### config.mk
export PLATFORM = sky130hd
export DESIGN_NAME = adxl_spi_reader_flat
export DESIGN_NICKNAME = d
export VERILOG_FILES = /design/src/rtl/adxl_spi_reader_if.sv /design/src/rtl/adxl_spi_reader.sv /design/src/flat_wrapper.sv
export SDC_FILE = /design/constraint.sdc
export NUM_CORES = 1
export LEC_CHECK = 0
export ABC_AREA = 1
export ABC_CLOCK_PERIOD_IN_PS = 4700
export BUFFER_PORTS_ARGS = -buffer_cell sky130_fd_sc_hd__buf_2
export CAP_MARGIN = 10
export CORE_ASPECT_RATIO = 0.8
export CORE_UTILIZATION = 32
export DETAILED_ROUTE_END_ITERATION = 12
export PLACE_DENSITY = 0.54
export SLEW_MARGIN = 20
export SYNTH_ARGS = -nofsm -noshare
export SYNTH_HDL_FRONTEND = slang
export SYNTH_SLANG_ARGS = --single-unit
### constraint.sdc
create_clock -name clk -period 4.7 [get_ports clk]
set_clock_uncertainty 0.15 [all_clocks]
set_input_delay 0.705 -clock clk [delete_from_list [all_inputs] [get_ports clk]]
set_output_delay 0.705 -clock clk [all_outputs]
set_load 0.02 [all_outputs]
### src/rtl/adxl_spi_reader_if.sv
// SPI pins and sample outputs of the accelerometer reader.
//   master : reader side (drives SPI pins and sample outputs, reads miso)
//   slave  : sensor/consumer side (drives miso, observes everything else)
interface adxl_spi_reader_if;
    logic        sclk;
    logic        cs_n;
    logic        mosi;
    logic        miso;
    logic [15:0] x_out;
    logic [15:0] y_out;
    logic [15:0] z_out;
    logic        sample_valid;
    logic        init_done;

    modport master (
        output sclk, cs_n, mosi, x_out, y_out, z_out, sample_valid, init_done,
        input  miso
    );

    modport slave (
        input  sclk, cs_n, mosi, x_out, y_out, z_out, sample_valid, init_done,
        output miso
    );
endinterface

### src/rtl/adxl_spi_reader.sv
// SPI mode-3 master that configures an ADXL345-style accelerometer and
// periodically burst-reads X/Y/Z, presenting signed 16-bit samples.
//   clk   : system clock
//   reset : synchronous active-low reset
//   en    : high allows periodic reads
//   bus   : SPI pins (sclk, cs_n, mosi, miso) and sample outputs
//           (x_out, y_out, z_out, sample_valid, init_done)
module adxl_spi_reader #(
    parameter int unsigned CLK_DIV       = 25,
    parameter int unsigned SAMPLE_PERIOD = 500000
) (
    input  logic              clk,
    input  logic              reset,
    input  logic              en,
    adxl_spi_reader_if.master bus
);

    localparam int unsigned DIV_W  = $clog2(2 * CLK_DIV);
    localparam int unsigned CNT_W  = $clog2(SAMPLE_PERIOD);
    localparam int unsigned HALF_W = 7;
    localparam int unsigned TX_W   = 56;
    localparam int unsigned RX_W   = 48;

    localparam logic [DIV_W-1:0]  DIV_HALF_END = DIV_W'(CLK_DIV - 1);
    localparam logic [DIV_W-1:0]  DIV_GAP_END  = DIV_W'(2 * CLK_DIV - 1);
    localparam logic [CNT_W-1:0]  CNT_LAST     = CNT_W'(SAMPLE_PERIOD - 1);
    localparam logic [HALF_W-1:0] CFG_END      = HALF_W'(2 * 16);
    localparam logic [HALF_W-1:0] READ_END     = HALF_W'(2 * 56);

    localparam logic [15:0] CFG_POWER_WORD = 16'h2D08;
    localparam logic [15:0] CFG_FMT_WORD   = 16'h310B;
    localparam logic [7:0]  READ_CMD       = 8'hF2;

    typedef enum logic [2:0] {
        ST_CFG_POWER,
        ST_CFG_FMT,
        ST_WAIT,
        ST_READ,
        ST_DONE
    } state_t;

    state_t            state_q, state_d;
    logic [CNT_W-1:0]  cnt_q, cnt_d;
    logic [DIV_W-1:0]  div_q, div_d;
    logic [HALF_W-1:0] half_q, half_d;
    logic [TX_W-1:0]   tx_q, tx_d;
    logic [RX_W-1:0]   rx_q, rx_d;
    logic              cs_n_q, cs_n_d;
    logic              sclk_q, sclk_d;
    logic              mosi_q, mosi_d;
    logic [15:0]       x_q, x_d, y_q, y_d, z_q, z_d;
    logic              valid_q, valid_d;
    logic              init_q, init_d;

    logic              tick;
    logic              in_frame_state;
    logic [HALF_W-1:0] half_last;
    logic [TX_W-1:0]   tx_load;

    assign tick = (cnt_q == CNT_LAST);

    // State and datapath registers
    always_ff @(posedge clk) begin
        if (!reset) begin
            state_q <= ST_CFG_POWER;
            cnt_q   <= '0;
            div_q   <= '0;
            half_q  <= '0;
            tx_q    <= '0;
            rx_q    <= '0;
            cs_n_q  <= 1'b1;
            sclk_q  <= 1'b1;
            mosi_q  <= 1'b0;
            x_q     <= '0;
            y_q     <= '0;
            z_q     <= '0;
            valid_q <= 1'b0;
            init_q  <= 1'b0;
        end else begin
            state_q <= state_d;
            cnt_q   <= cnt_d;
            div_q   <= div_d;
            half_q  <= half_d;
            tx_q    <= tx_d;
            rx_q    <= rx_d;
            cs_n_q  <= cs_n_d;
            sclk_q  <= sclk_d;
            mosi_q  <= mosi_d;
            x_q     <= x_d;
            y_q     <= y_d;
            z_q     <= z_d;
            valid_q <= valid_d;
            init_q  <= init_d;
        end
    end

    // Next-state: frame sequencing, SPI edge generation and sample capture
    always_comb begin
        state_d = state_q;
        cnt_d   = tick ? '0 : cnt_q + CNT_W'(1);
        div_d   = div_q;
        half_d  = half_q;
        tx_d    = tx_q;
        rx_d    = rx_q;
        cs_n_d  = cs_n_q;
        sclk_d  = sclk_q;
        mosi_d  = mosi_q;
        x_d     = x_q;
        y_d     = y_q;
        z_d     = z_q;
        valid_d = 1'b0;
        init_d  = init_q;

        in_frame_state = (state_q == ST_CFG_POWER) || (state_q == ST_CFG_FMT) ||
                         (state_q == ST_READ);
        half_last      = (state_q == ST_READ) ? READ_END : CFG_END;

        case (state_q)
            ST_CFG_POWER: tx_load = {CFG_POWER_WORD, 40'h0};
            ST_CFG_FMT:   tx_load = {CFG_FMT_WORD, 40'h0};
            default:      tx_load = {READ_CMD, 48'h0};
        endcase

        if (cs_n_q) begin
            // While deselected, div counts the inter-frame gap and saturates,
            // so a READ entered from a long WAIT starts on the next cycle.
            if (div_q != DIV_GAP_END) begin
                div_d = div_q + DIV_W'(1);
            end
            if (in_frame_state && (div_q == DIV_GAP_END)) begin
                cs_n_d = 1'b0;
                div_d  = '0;
                half_d = '0;
                tx_d   = tx_load;
            end
        end else if (div_q == DIV_HALF_END) begin
            div_d  = '0;
            half_d = half_q + HALF_W'(1);
            if (half_q == half_last) begin
                cs_n_d = 1'b1;
                case (state_q)
                    ST_CFG_POWER: state_d = ST_CFG_FMT;
                    ST_CFG_FMT: begin
                        state_d = ST_WAIT;
                        init_d  = 1'b1;
                    end
                    default: begin
                        // rx holds X0,X1,Y0,Y1,Z0,Z1 from MSB down
                        state_d = ST_DONE;
                        x_d     = {rx_q[39:32], rx_q[47:40]};
                        y_d     = {rx_q[23:16], rx_q[31:24]};
                        z_d     = {rx_q[7:0],   rx_q[15:8]};
                        valid_d = 1'b1;
                    end
                endcase
            end else if (!half_q[0]) begin
                sclk_d = 1'b0;
                mosi_d = tx_q[TX_W-1];
                tx_d   = {tx_q[TX_W-2:0], 1'b0};
            end else begin
                sclk_d = 1'b1;
                rx_d   = {rx_q[RX_W-2:0], bus.miso};
            end
        end else begin
            div_d = div_q + DIV_W'(1);
        end

        case (state_q)
            ST_WAIT: if (tick && en) state_d = ST_READ;
            ST_DONE: state_d = ST_WAIT;
            default: ;
        endcase
    end

    assign bus.sclk         = sclk_q;
    assign bus.cs_n         = cs_n_q;
    assign bus.mosi         = mosi_q;
    assign bus.x_out        = x_q;
    assign bus.y_out        = y_q;
    assign bus.z_out        = z_q;
    assign bus.sample_valid = valid_q;
    assign bus.init_done    = init_q;

endmodule

### src/flat_wrapper.sv
// flat-port wrapper written by rule: the top's interface ports become plain ports
module adxl_spi_reader_flat 
#(
    parameter int unsigned CLK_DIV       = 25,
    parameter int unsigned SAMPLE_PERIOD = 500000
)
  (clk, reset, en, bus_sclk, bus_cs_n, bus_mosi, bus_x_out, bus_y_out, bus_z_out, bus_sample_valid, bus_init_done, bus_miso);
  adxl_spi_reader_if bus_i ();
  input  logic clk;
  input  logic reset;
  input  logic en;
  output wire logic [$bits(bus_i.sclk)-1:0] bus_sclk;
  output wire logic [$bits(bus_i.cs_n)-1:0] bus_cs_n;
  output wire logic [$bits(bus_i.mosi)-1:0] bus_mosi;
  output wire logic [$bits(bus_i.x_out)-1:0] bus_x_out;
  output wire logic [$bits(bus_i.y_out)-1:0] bus_y_out;
  output wire logic [$bits(bus_i.z_out)-1:0] bus_z_out;
  output wire logic [$bits(bus_i.sample_valid)-1:0] bus_sample_valid;
  output wire logic [$bits(bus_i.init_done)-1:0] bus_init_done;
  input wire logic [$bits(bus_i.miso)-1:0] bus_miso;
  assign bus_sclk = bus_i.sclk;
  assign bus_cs_n = bus_i.cs_n;
  assign bus_mosi = bus_i.mosi;
  assign bus_x_out = bus_i.x_out;
  assign bus_y_out = bus_i.y_out;
  assign bus_z_out = bus_i.z_out;
  assign bus_sample_valid = bus_i.sample_valid;
  assign bus_init_done = bus_i.init_done;
  assign bus_i.miso = bus_miso;
  adxl_spi_reader #(.CLK_DIV(CLK_DIV), .SAMPLE_PERIOD(SAMPLE_PERIOD)) u_core (.clk(clk), .reset(reset), .en(en), .bus(bus_i));
endmodule
==> reports/results.ini <==
[power_and_ir_drop]
fin_total_pwr_w=0.00273
p_leak_nw=3.41
power_density_mw_per_mm2=369
power.ir.vdd_worst_mv=0.214

[sta]
holdWs_ps=303
setup_viol=0
timing.final.max_slew_violations=0
timing.fmax_mhz=343
worst_slew_pin_slew_ps=1000
relSlewSlack_pct=33.3
rsz0062_at_grt=no
hold_violations=0
fin_crit_sh_pct=62.1
totalNegativeSetupSlack_ps=0
layout_min_cycle_time_ps=2920

[routing]
ant_nets=0
num_vias=5409
via_per_inst=4.40
drt_iter0_markers=370
first_pass_iters=5
wl_per_cell_um=11.4
drc=0
routed_wl_um=14000

[finish]
layout.nets=967
final_common_cell=nand2_1
final_cell_mix=nand2_1 (288), nor2_1 (159), dfxtp_1 (152), inv_1 (92), a21oi_1 (79)
n_antenna_cell=0
drive_above_1_share_pct=10.8
area_growth_pct=15.6
post-route-util_pct=38.4

[worst_setup_path]
crit_required_ps=4890
cp-start-kind=register
endpoint_kind=register
crit_family=buffers and inverters
worstPathCellList=inv_1 > ha_1 > nand2_1 > nor2_1 > nand3_4 > nand3_4 > inv_2 > nand2_1 > a21oi_1
worstSetupPathType=register to register
critPathArrivalTime_ps=3110
crit_slowest_cell=inv_2
path_max_fanout=50
crit_buf_inv=2
cpPeakStageDelay_ps=820

[clock_tree]
clock-root-buffer=clkbuf_16
ctsResizeCount=0
h-tree-depth=4
path_clk_slew_ps=60
cts.sinks=152
cts_tree=done
insertion_delay_ps=420
cts_hold_buffers=0
cts_max_path_buffers=2
cts_setup_buffers=0
cts-buffers-inserted=17

[floorplan]
die_area_mm2=0.0206
fp.coreArea_mm2=0.0193
io_pins=57
initial_core_util_pct=33.2
row_count=45
die_width_um=160
die_y_um=129

[synth]
synthArstFlopShare_pct=0
synth-edff-count=0
ys_ff_latch=152
synthesis.area_mm2=0.00641
yosysUniqueCellTypes=30
synth_ff_type=dfxtp_1
yosysSeqAreaShare_pct=47.5
syn_inst=920
syn_nets=930
ys_warn_count=0
syn_avg_cell_area_um2=6.97

[worst_hold_path]
hold_class=register to register

[status]
status=complete, no violations

[grt]
grt_pass1_vias=5045
grt_max_degree=98
grtUsageTotal_pct=14.3
antenna_found_initial=0
grt_pass1_wl_um=24100
grt_overflow=0

[placed_design]
io_buffers=56
gp_congestion=0.793
dp_hpwl_um=8660

[run]
cap_viol_max_count=0

per-layer routing:
metal	global-route usage, %	up-vias	share of wire [%]
met3	3.74	11	4.4
met5	0	-	0
met2	21.6	103	41
li1	-	2929	-
met1	19.8	2366	53
met4	4.48	0	1.0
tightest hold or removal path, delay by kind of cell, from the launching register on:
| kind | cells | cell delay (ps) |
|---|---|---|
| buffers and inverters | 1 | 40 |
| DFF | 1 | 300 |
| AOI/OAI and AO/OA | 1 | 60 |
flip-flops by register name, indices dropped and copies added (netlist names):
| register | count |
|---|---|
| u_core.bus.sample_valid | 1 |
| u_core.tx_q | 16 |
| u_core.bus.init_done | 1 |
| u_core.bus.mosi | 1 |
| u_core.bus.x_out | 16 |
| u_core.cnt_q | 19 |
| u_core.bus.cs_n | 1 |
| u_core.bus.sclk | 1 |
| u_core.bus.z_out | 16 |
| u_core.div_q | 6 |
| u_core.rx_q | 48 |
| u_core.bus.y_out | 16 |
| u_core.half_q | 7 |
| u_core.state_q | 3 |
synthesized netlist by cell type (2+ instances only):
master / n / share of area (%)
buf_6: 7 / 1.2
dfxtp_1: 152 / 47
ha_1: 6 / 1.2
nand4_1: 14 / 1.4
xor2_1: 4 / 0.55
inv_1: 93 / 5.4
nand3_4: 2 / 0.55
nor2_1: 159 / 9.3
o21ai_0: 14 / 1.1
o31ai_1: 2 / 0.23
nor3_1: 8 / 0.62
nand3b_1: 5 / 0.59
nand3_2: 3 / 0.47
nand2_1: 288 / 17
buf_4: 3 / 0.35
buf_2: 11 / 0.86
nand3_1: 33 / 2.6
xnor2_1: 3 / 0.41
a21oi_1: 79 / 6.2
a211oi_1: 2 / 0.23
clkbuf_1: 19 / 1.1
inv_2: 5 / 0.29
area by class of cell:
class | count | area, um2
clock inverters | 14 | 163
well taps | 258 | 323
flip-flops and latches | 152 | 3040
inverters | 98 | 368
fillers | 2070 | 11900
repair buffers | 58 | 295
multi-input cells | 630 | 2780
clock buffers | 18 | 439
report_power, final:
group	total [W]	leakage, nW	switching (W)	internal (W)
Combinational	0.0000368	1.89	0.0000286	0.00000818
Sequential	0.00130	1.22	0.00000507	0.00129
Clock	0.00140	0.288	0.000585	0.000812
Total	0.00273	3.41	0.000619	0.00211
per-stage QoR:
stage | area, um2 | std cells | worst slack (ps)
floorplan | 6410 | 920 | 2840
global placement | 6810 | 1196 | 1850
detailed placement | 6810 | 1196 | 1780
CTS | 7410 | 1228 | 1780
global route | 7410 | 1228 | 1490
finish | 7410 | 1228 | 1780
path summary, 6_finish.rpt:
path,startpoint,slack [ps],cells after the start,end
setup / recovery,u_core.half_q[0],1780,9,u_core.rx_q[8]
hold / removal,u_core.bus.init_done,300,2,u_core.bus.init_done
setup reg to reg,u_core.half_q[0],1780,9,u_core.rx_q[8]
hold reg to reg,u_core.bus.init_done,300,2,u_core.bus.init_done
cells by family (layout without fill, tap and decap cells):
family,Yosys count,count (layout),share of synthesized area [%]
XOR/XNOR,7,7,0.956
AND/OR/NAND/NOR,518,518,33.2
AO/OA/AOI/OAI,99,99,7.96
flip-flops,152,152,47.5
adder cells (fa/ha/maj),6,6,1.17
buffers and inverters,138,188,9.29
(Power assumes the default switching activity.)
